## config.mk

```make
export PLATFORM = sky130hd
export DESIGN_NAME = mem_test_sequencer
export DESIGN_NICKNAME = d
export VERILOG_FILES = /design/src/rtl/mem_test_sequencer.sv
export SDC_FILE = /design/constraint.sdc
export NUM_CORES = 1
export LEC_CHECK = 0
export BUFFER_PORTS_ARGS = -buffer_cell sky130_fd_sc_hd__buf_2
export CORE_MARGIN = 1
export CORE_UTILIZATION = 35
export CTS_CLUSTER_DIAMETER = 60
export DETAILED_ROUTE_END_ITERATION = 12
export RECOVER_POWER = 100
export SYNTH_ARGS = -nofsm -noshare
export SYNTH_HDL_FRONTEND = slang
export SYNTH_SLANG_ARGS = --single-unit
```

## constraint.sdc

```tcl
create_clock -name clk -period 5.4 [get_ports clk]
set_input_delay 1.08 -clock clk [delete_from_list [all_inputs] [get_ports clk]]
set_output_delay 1.08 -clock clk [all_outputs]
set_load 0.03 [all_outputs]
```

## src/rtl/mem_test_sequencer.sv

```systemverilog
// Memory self-test sequencer: writes a seeded nibble pattern across a small address window, then
// reads it back and reports pass/fail. Define MEMTEST_TIMEOUT_EN to add a per-request ack timeout.
module mem_test_sequencer #(
  parameter int unsigned ADDR_W  = 3,
  parameter int unsigned DATA_W  = 16,
  parameter int unsigned TIMEOUT = 63
) (
  input  logic              clk,
  input  logic              reset_n,
  input  logic              start,
  input  logic [3:0]        seed,
  output logic              mem_req,
  output logic              mem_we,
  output logic [ADDR_W-1:0] mem_addr,
  output logic [DATA_W-1:0] mem_wdata,
  input  logic              mem_ack,
  input  logic [DATA_W-1:0] mem_rdata,
  output logic              busy,
  output logic              done,
  output logic              pass,
  output logic [7:0]        err_count,
  output logic [ADDR_W-1:0] first_err_addr
`ifdef MEMTEST_TIMEOUT_EN
  ,
  output logic              timeout
`endif
);

  if ((DATA_W % 4) != 0 || DATA_W == 0 || TIMEOUT == 0) begin : g_bad_params
    $error("mem_test_sequencer: DATA_W must be a nonzero multiple of 4 and TIMEOUT nonzero");
  end

  typedef enum logic [2:0] {
    StIdle,
    StWrite,
    StWgap,
    StRead,
    StRgap,
    StDone
  } state_e;

  localparam logic [ADDR_W-1:0] AddrLast = '1;

  state_e            state_q, state_d;
  logic [ADDR_W-1:0] addr_q, addr_d;
  logic              we_q, we_d;
  logic [3:0]        seed_q, seed_d;
  logic              done_q, done_d;
  logic              pass_q, pass_d;
  logic [7:0]        err_q, err_d;
  logic [ADDR_W-1:0] first_q, first_d;

  logic [3:0]        nibble;
  logic [DATA_W-1:0] pattern;

`ifdef MEMTEST_TIMEOUT_EN
  localparam int unsigned TmoW = $clog2(TIMEOUT + 1);
  logic [TmoW-1:0] tmo_cnt_q, tmo_cnt_d;
  logic            timeout_q, timeout_d;
`endif

  // Only the low nibble of the address feeds the pattern; narrower windows zero-extend.
  assign nibble  = seed_q + 4'(addr_q);
  assign pattern = {(DATA_W / 4){nibble}};

  always_comb begin
    state_d = state_q;
    addr_d  = addr_q;
    we_d    = we_q;
    seed_d  = seed_q;
    done_d  = done_q;
    pass_d  = pass_q;
    err_d   = err_q;
    first_d = first_q;
`ifdef MEMTEST_TIMEOUT_EN
    tmo_cnt_d = '0;
    timeout_d = timeout_q;
`endif

    unique case (state_q)
      StIdle, StDone: begin
        if (start) begin
          state_d = StWrite;
          addr_d  = '0;
          we_d    = 1'b1;
          seed_d  = seed;
          done_d  = 1'b0;
          pass_d  = 1'b0;
          err_d   = 8'd0;
          first_d = '0;
`ifdef MEMTEST_TIMEOUT_EN
          timeout_d = 1'b0;
`endif
        end
      end
      StWrite: begin
        if (mem_ack) state_d = StWgap;
      end
      StWgap: begin
        if (addr_q == AddrLast) begin
          state_d = StRead;
          addr_d  = '0;
          we_d    = 1'b0;
        end else begin
          state_d = StWrite;
          addr_d  = addr_q + 1'b1;
        end
      end
      StRead: begin
        if (mem_ack) begin
          state_d = StRgap;
          if (mem_rdata != pattern) begin
            if (err_q != 8'hFF) err_d = err_q + 8'd1;
            if (err_q == 8'd0) first_d = addr_q;
          end
        end
      end
      StRgap: begin
        if (addr_q == AddrLast) begin
          state_d = StDone;
          done_d  = 1'b1;
          pass_d  = (err_q == 8'd0);
        end else begin
          state_d = StRead;
          addr_d  = addr_q + 1'b1;
        end
      end
      default: state_d = StIdle;
    endcase

`ifdef MEMTEST_TIMEOUT_EN
    // Counter runs only while a request is outstanding; gaps and idle keep it cleared.
    if ((state_q == StWrite || state_q == StRead) && !mem_ack) begin
      if (tmo_cnt_q == TmoW'(TIMEOUT - 1)) begin
        state_d   = StDone;
        we_d      = 1'b0;
        done_d    = 1'b1;
        pass_d    = 1'b0;
        timeout_d = 1'b1;
      end else begin
        tmo_cnt_d = tmo_cnt_q + 1'b1;
      end
    end
`endif
  end

  always_ff @(posedge clk or negedge reset_n) begin
    if (!reset_n) begin
      state_q <= StIdle;
      addr_q  <= '0;
      we_q    <= 1'b0;
      seed_q  <= 4'd0;
      done_q  <= 1'b0;
      pass_q  <= 1'b0;
      err_q   <= 8'd0;
      first_q <= '0;
    end else begin
      state_q <= state_d;
      addr_q  <= addr_d;
      we_q    <= we_d;
      seed_q  <= seed_d;
      done_q  <= done_d;
      pass_q  <= pass_d;
      err_q   <= err_d;
      first_q <= first_d;
    end
  end

`ifdef MEMTEST_TIMEOUT_EN
  always_ff @(posedge clk or negedge reset_n) begin
    if (!reset_n) begin
      tmo_cnt_q <= '0;
      timeout_q <= 1'b0;
    end else begin
      tmo_cnt_q <= tmo_cnt_d;
      timeout_q <= timeout_d;
    end
  end

  assign timeout = timeout_q;
`endif

  // Request decodes straight from the state register so an async reset drops it at once.
  assign mem_req        = (state_q == StWrite) || (state_q == StRead);
  assign mem_we         = we_q;
  assign mem_addr       = addr_q;
  assign mem_wdata      = we_q ? pattern : '0;
  assign busy           = state_q inside {StWrite, StWgap, StRead, StRgap};
  assign done           = done_q;
  assign pass           = pass_q;
  assign err_count      = err_q;
  assign first_err_addr = first_q;

endmodule

```

Word level (Yosys, flattened, before mapping). Index checks and enable logic that the tools add are counted.

$add $sub $neg: 3. Eq/ne operators: 17. Mux-type cells: 28. Reductions and logical operators: 16.

Operators with widths (number): $mux W8 (4); $mux W3 (10); $ne A2 B2 Y1 const B (9); $mux W16 (1); $ne A16 B16 Y1 (1); $pmux W8 S2 (1); $pmux W3 S5 (1); $reduce_and A3 Y1 (4); $reduce_and A5 Y1 (2); $eq A3 B3 Y1 const B (3); $pmux W3 S3 (1); $add A8 B1 Y8 const B (1); $logic_not A8 Y1 (1); $ne A8 B8 Y1 const B (1); $eq A3 B2 Y1 const B (2); $pmux W1 S2 (3); $pmux W3 S2 (1); $reduce_bool A2 Y1 (3); $mux W1 (5); $add A4 B3 Y4 (1); $reduce_bool A4 Y1 (1); $add A3 B1 Y3 const B (1); $eq A3 B1 Y1 const B (1); $logic_not A3 Y1 (1); 5 further kinds (5).

Flip-flop bits (word level): 24. Bits of input ports: 24. Output and inout bits: 35. Word-level logic and storage cells: 72.

Longest topological paths before layout. Gate-level depths: netlist of the first run.

Depth after elaboration: 5. Gate-level depth with buffers: 9. Mapped depth without buffers: 8.

Least setup slack after synthesis of the first run. OpenSTA, ideal clock, no wires.

Path type: register to output. Start: register addr_q[0] (netlist: mem_addr[0]). End: output port mem_wdata[10]. Arrival time: 2.146 ns. Data required time: 4.320 ns. Setup slack: 2.174 ns. Cell stages (with the launch flop): 6. Buffers on the path: 1. Cells stage by stage: dfrtp_1 -> ha_1 -> fa_1 -> xnor2_1 -> nor2b_1 -> buf_4.

Word-level cells in the longest chain between the ends: 2.

Ends and longest elaborated chain: start, declared (RTL line 45) `logic [ADDR_W-1:0] addr_q, addr_d;`; start signal, assigned (RTL line 159) `addr_q <= addr_d;`; $add A4 B3 Y4 (RTL line 63) `assign nibble = seed_q + 4'(addr_q);`; $mux W16 (RTL line 187) `assign mem_wdata = we_q ? pattern : '0;`; end, declared (RTL line 15) `output logic [DATA_W-1:0] mem_wdata,`.

No other way between the ends.

Final worst setup path of the first run.
Start: register addr_q[0] (netlist: mem_addr[0]). End: register err_q[2] (netlist: err_count[2]).

Word-level cells in the longest chain between the ends: 4.

Ends and longest elaborated chain: $add A4 B3 Y4 (RTL line 63); $ne A16 B16 Y1 (RTL line 112) `if (mem_rdata != pattern) begin`; $ne A2 B2 Y1 (no source line); $reduce_and A5 Y1 (no source line); end signal, assigned (RTL line 164) `err_q <= err_d;`; end, declared (RTL line 50) `logic [7:0] err_q, err_d;`.

No other way between the ends. A chain may end at the register's enable or synchronous reset.

==> flow_metrics.tcl, run 1 <==
set metrics [dict create \
    fillers 484 \
    finalSetupTns_ns 0 \
    drv_slew 0 \
    fmax_mhz 299 \
    hpwlAfterDp_um 2880 \
    yosys_register_bits 24 \
    violations "design-rule violations" \
    wl_um 3740 \
    ios 59 \
    synth_top_area_cell "dfrtp_1" \
    ir_worst_vdd_v 0.000211 \
    grt_max_degree 25 \
    dieArea_sq_um 4990 \
    drive_gt1_frac 0.134 \
    p_comb_frac 0.582 \
    critPathArrivalTime_ns 3.53 \
    status "finished with violations" \
    post_cts_buffers 0 \
    r2r-start "mem_addr[0]" \
    cts_root_buf "clkbuf_8" \
    fin_nets 265 \
    rsz0062_at_grt "no" \
    area_growth_pct 15.9 \
    postCtsHoldBufs 0 \
    first_global_vias 1329 \
    synth_ff_type "dfrtp_1" \
    worstMarginPinSlew_ns 1.32 \
    skew_ns 0.00621 \
    worstSetupPathType "register to register" \
    maxCapViolCount 0 \
    timing.final.crit_share 0.619 \
    synthArstFlopShare 1.00 \
    gr-total-overflow 0 \
    fp.dieW_um 70.6 \
    fin_crit_ns 3.35 \
    cts_tree "yes" \
    avgSynthCellArea_sq_um 8.81 \
    vias 1495 \
    clk_latency_ns 0.27 \
    hold_path_startpoint "pass" \
    drt_pass1_iterations 9 \
    grt_pass1_wl_um 6370 \
    die_h_um 70.6 \
    hp-class "register to register" \
    critPathRequiredTime_ns 5.59 \
    viasPerCell 5.26 \
    synth.top_cells.by_area "dfrtp_1 36%, nand2_1 5.9%, buf_4 5.5%, ha_1 5.3%, mux2i_1 3.6%" \
    synth.top_cell.area_share 0.364 \
    initial_utilization 0.371 \
    grtUsageTotal 0.162 \
    p_total_mw 1.17 \
    postRouteAntennaNets 0 \
    fin_cells 284 \
    initialDrtViolationCount 82 \
    worstSetupStartpoint "mem_addr[0]" \
    cp_max_fo 12 \
    post_drt_wl_per_cell_um 13.2 \
    yosys_warnings 0 \
    clockBufferDepth 2 \
    synth-edff-count 0 \
    syn-cell-area_sq_um 1650 \
    p_seq_frac 0.279 \
    hold_viol 0 \
    synth_nets 219 \
    antenna_found_initial 0 \
    ys_types 44 \
    path_clk_slew_ns 0.09 \
    gp_congestion 0.837 \
    intPower_mw 0.526 \
    slew_headroom 0.123 \
    seq_area_frac_synth 0.364 \
    p_leak_nw 0.817 \
    postSynthCellCount 187 \
    cts_inserted_buffers 3 \
    power.share.clock 0.139 \
    final_common_cell "clkbuf_1" \
    core_area_sq_um 4440 \
    setup.worst_path.end_class "register" \
    antenna_cells 0 \
    final_cell_mix "37 x clkbuf_1, 26 x nand2_1, 24 x dfrtp_1, 21 x buf_2, 14 x nor2_1" \
    p_sw_frac 0.550 \
    drc_errors 5 \
    setup-violations-final 0 \
    rows 24 \
    cts_resized 0 \
    h-tree-depth 1 \
    clkSinkCount 24 \
    p_switching_mw 0.642 \
    crit_path_start_kind "register" \
    place_inst 280 \
    io_buffers 58 \
    p_per_area_nw_per_um2 611 \
    final_util 0.430 \
]
[registers in the layout, summed over array words and instances (netlist names)]
register and count:
err_count 8, pass 1, mem_addr 3, done 1, seed_q 4, state_q 3, first_err_addr 3, mem_we 1
[critical path: stages, from the launching register on]
cell and delay, ns:
dfrtp_1 0.44, ha_1 0.25, fa_1 0.48, or4_1 0.53, mux2i_1 0.15, nand3_1 0.11
a21oi_1 0.65, o21ai_0 0.39, o211ai_1 0.25
[power by group through the flow]
stage	registers, mW	logic [mW]	clock network (mW)
2_1_floorplan	0.353	0.579	0
3_3_place_gp	0.328	0.713	0
3_5_place_dp	0.328	0.720	0
4_1_cts	0.325	0.721	0.167
5_1_grt	0.340	0.743	0.177
6_report	0.325	0.680	0.162
[cell families (layout without fill, tap and decap cells)]
logic type,after synthesis,after routing,synth area share
xor+xnor,5,5,0.0266
mux,8,8,0.0501
buf+inv,27,72,0.0964
compound gates,34,34,0.140
simple gates,81,81,0.257
fa+ha+maj,8,8,0.0653
flops,24,24,0.364
[cells in the mapped netlist, types with 2 or more instances]
| master | count |
|---|---|
| a21oi_1 | 9 |
| a2bb2oi_1 | 3 |
| a32o_1 | 3 |
| and2_1 | 3 |
| and3_1 | 2 |
| buf_2 | 2 |
| buf_4 | 12 |
| clkbuf_1 | 2 |
| dfrtp_1 | 24 |
| ha_1 | 7 |
| inv_1 | 8 |
| mux2_2 | 2 |
| mux2i_1 | 6 |
| nand2_1 | 26 |
| nand3_1 | 7 |
| nand4_1 | 5 |
| nor2_1 | 14 |
| nor3_1 | 6 |
| nor3b_1 | 2 |
| o211ai_1 | 4 |
| o21ai_0 | 6 |
| or4_1 | 8 |
| or4b_1 | 2 |
| xnor2_1 | 4 |
[cell type report]
| class | instances | area (sq um) | share of cell area |
|---|---|---|---|
| clock buffers | 3 | 41.3 | 0.0216 |
| well taps | 52 | 65.1 | 0.0341 |
| clock inverters | 1 | 30.0 | 0.0157 |
| multi-input cells | 136 | 888 | 0.465 |
| inverters | 10 | 40.0 | 0.0210 |
| repair buffers | 58 | 244 | 0.128 |
| flip-flops and latches | 24 | 601 | 0.315 |
[metrics by stage]
stage	setup WS [ns]	hold slack, ns	area [sq um]
finish	2.05	0.487	1910
global route	1.75	0.543	1910
CTS	2.16	0.492	1960
detailed placement	2.17	0.471	1880
global placement	2.23	0.459	1880
floorplan	2.17	0.450	1650
[worst paths after layout]
path / depth (start not counted) / endpoint / slack [ns]
worst max-delay path: 8 / err_count[2] / 2.05
worst min-delay path: 2 / pass / 0.49
worst max register to register: 8 / err_count[2] / 2.05
worst min register to register: 2 / pass / 0.49
max in group asynchronous: 1 / err_count[5] / 3.55
min in group asynchronous: 1 / state_q[1] / 1.07
[layer usage]
metal / part of all wire / vias up / track usage
met5: 0 / - / 0
met4: 0.0096 / 0 / 0.0422
met3: 0.045 / 4 / 0.0356
met2: 0.48 / 32 / 0.268
met1: 0.46 / 703 / 0.217
li1: - / 756 / -
Power figures use the tool's default switching activity.
==> inputs of run 2 (changes only) <==
clock period = 3.5 ns   (was 5.4 ns; I/O delays follow)
==> flow_metrics.tcl, run 2 (same netlist as run 1, synthesis figures left out) <==
set metrics [dict create \
    fin_nets 266 \
    intPower_mw 0.810 \
    drive_gt1_frac 0.142 \
    cts_root_buf "clkbuf_8" \
    initialDrtViolationCount 41 \
    crit_path_start_kind "register" \
    violations "design-rule violations" \
    hold_viol 0 \
    p_sw_frac 0.548 \
    path_clk_slew_ns 0.09 \
    fmax_mhz 356 \
    p_per_area_nw_per_um2 935 \
    grt_pass1_wl_um 6210 \
    hold_path_startpoint "pass" \
    timing.rr.end "err_count[4]" \
    p_leak_nw 0.826 \
    initial_utilization 0.371 \
    dieArea_sq_um 4990 \
    rsz0062_at_grt "no" \
    wl_um 3700 \
    r2r-start "mem_addr[0]" \
    finalSetupTns_ns 0 \
    drc_errors 6 \
    status "finished with violations" \
    timing.final.crit_share 0.802 \
    rows 24 \
    p_comb_frac 0.583 \
    vias 1493 \
    largest_reg_flops 8 \
    cts_resized 0 \
    worstSetupPathType "register to register" \
    gp_congestion 0.806 \
    area_growth_pct 16.4 \
    cts_inserted_buffers 3 \
    hold_ws_ns 0.476 \
    setup.worst_path.end_class "register" \
    slew_headroom 0.0941 \
    fp.dieW_um 70.6 \
    rr_worst_depth 9 \
    postCtsHoldBufs 0 \
    h-tree-depth 1 \
    ios 59 \
    cp_max_fo 12 \
    drv_slew 0 \
    p_switching_mw 0.983 \
    drt_pass1_iterations 8 \
    post_drt_wl_per_cell_um 13.0 \
    hpwlAfterDp_um 2860 \
    cts_tree "yes" \
    viasPerCell 5.24 \
    io_buffers 58 \
    p_seq_frac 0.278 \
    antenna_found_initial 0 \
    hp-class "register to register" \
    clk_latency_ns 0.27 \
    post_cts_buffers 0 \
    skew_ns 0.00306 \
    clkSinkCount 24 \
    antenna_cells 0 \
    ir_worst_vdd_v 0.000322 \
    gr-total-overflow 0 \
    core_area_sq_um 4440 \
    grtUsageTotal 0.157 \
    clockBufferDepth 2 \
    critPathRequiredTime_ns 3.69 \
    fin_crit_ns 2.81 \
    whs_path_depth 2 \
    setup-violations-final 0 \
    die_h_um 70.6 \
    worstMarginPinSlew_ns 1.36 \
    reg2reg_setup_slack_ns 0.69 \
    power.share.clock 0.138 \
    critPathArrivalTime_ns 3.00 \
    final_common_cell "clkbuf_1" \
    final_cell_mix "36 x clkbuf_1, 26 x nand2_1, 24 x dfrtp_1, 22 x buf_2, 14 x nor2_1" \
    hold_path_end "pass" \
    grt_max_degree 25 \
    first_global_vias 1304 \
    maxCapViolCount 0 \
    postRouteAntennaNets 0 \
]
==> run 2: changes by cell type in the layout (fill, tap and decap cells not counted) <==
| cell | before | now |
|---|---|---|
| buf_2 | 21 | 22 |
| buf_4 | 0 | 1 |
| clkbuf_1 | 37 | 36 |
==> run 2: power groups by stage <==
stage               Clock, mW  Combinational, mW  Sequential (mW)
finish                  0.248               1.05            0.499
global route            0.269               1.14            0.526
CTS                     0.257               1.11            0.499
detailed placement          0               1.11            0.504
global placement            0               1.10            0.506
floorplan                   0              0.894            0.545
==> run 2: stage by stage <==
stage                      util  instance area (sq um)  cells  total power [mW]  worst slack [ns]
final                     0.432                   1920    285              1.79             0.692
after global routing      0.432                   1920    285              1.94             0.424
after CTS                 0.442                   1960    285              1.86             0.787
after detailed placement  0.426                   1890    281              1.61             0.797
after global placement    0.426                   1890    281              1.60             0.863
after floorplan               -                   1650    187              1.44             0.654
==> run 2: worst max path at each step <==
stage                          to   startpoint  cells past startpoint
floorplan           mem_wdata[10]  mem_addr[0]                      5
global placement     err_count[3]  mem_addr[0]                      9
detailed placement   err_count[3]  mem_addr[0]                      9
CTS                  err_count[4]  mem_addr[0]                      9
global route         err_count[2]  mem_addr[0]                      9
finish               err_count[4]  mem_addr[0]                      9
==> run 2: area by class of cell <==
class	count	area, sq um
fillers	492	2530
multi-input cells	136	888
clock inverters	1	30.0
inverters	10	40.0
well taps	52	65.1
flip-flops and latches	24	601
repair buffers	59	253
clock buffers	3	41.3
==> run 2: metal layers <==
| layer | track usage | part of all wire | vias to the layer above | wire length, um |
|---|---|---|---|---|
| met5 | 0 | 0 | - | 0 |
| met4 | 0.0378 | 0.0070 | 0 | 26 |
| met3 | 0.0356 | 0.051 | 4 | 189 |
| met2 | 0.254 | 0.48 | 38 | 1790 |
| met1 | 0.215 | 0.46 | 684 | 1690 |
| li1 | - | - | 767 | - |
==> run 2: worst max-delay path: stages (launching register included) <==
cell and delay (ns):
dfrtp_1 0.44, ha_1 0.24, fa_1 0.47, or4_1 0.52, mux2i_1 0.15, nand3_1 0.10
a21oi_1 0.13, buf_4 0.19, o21ai_0 0.23, o211ai_1 0.25
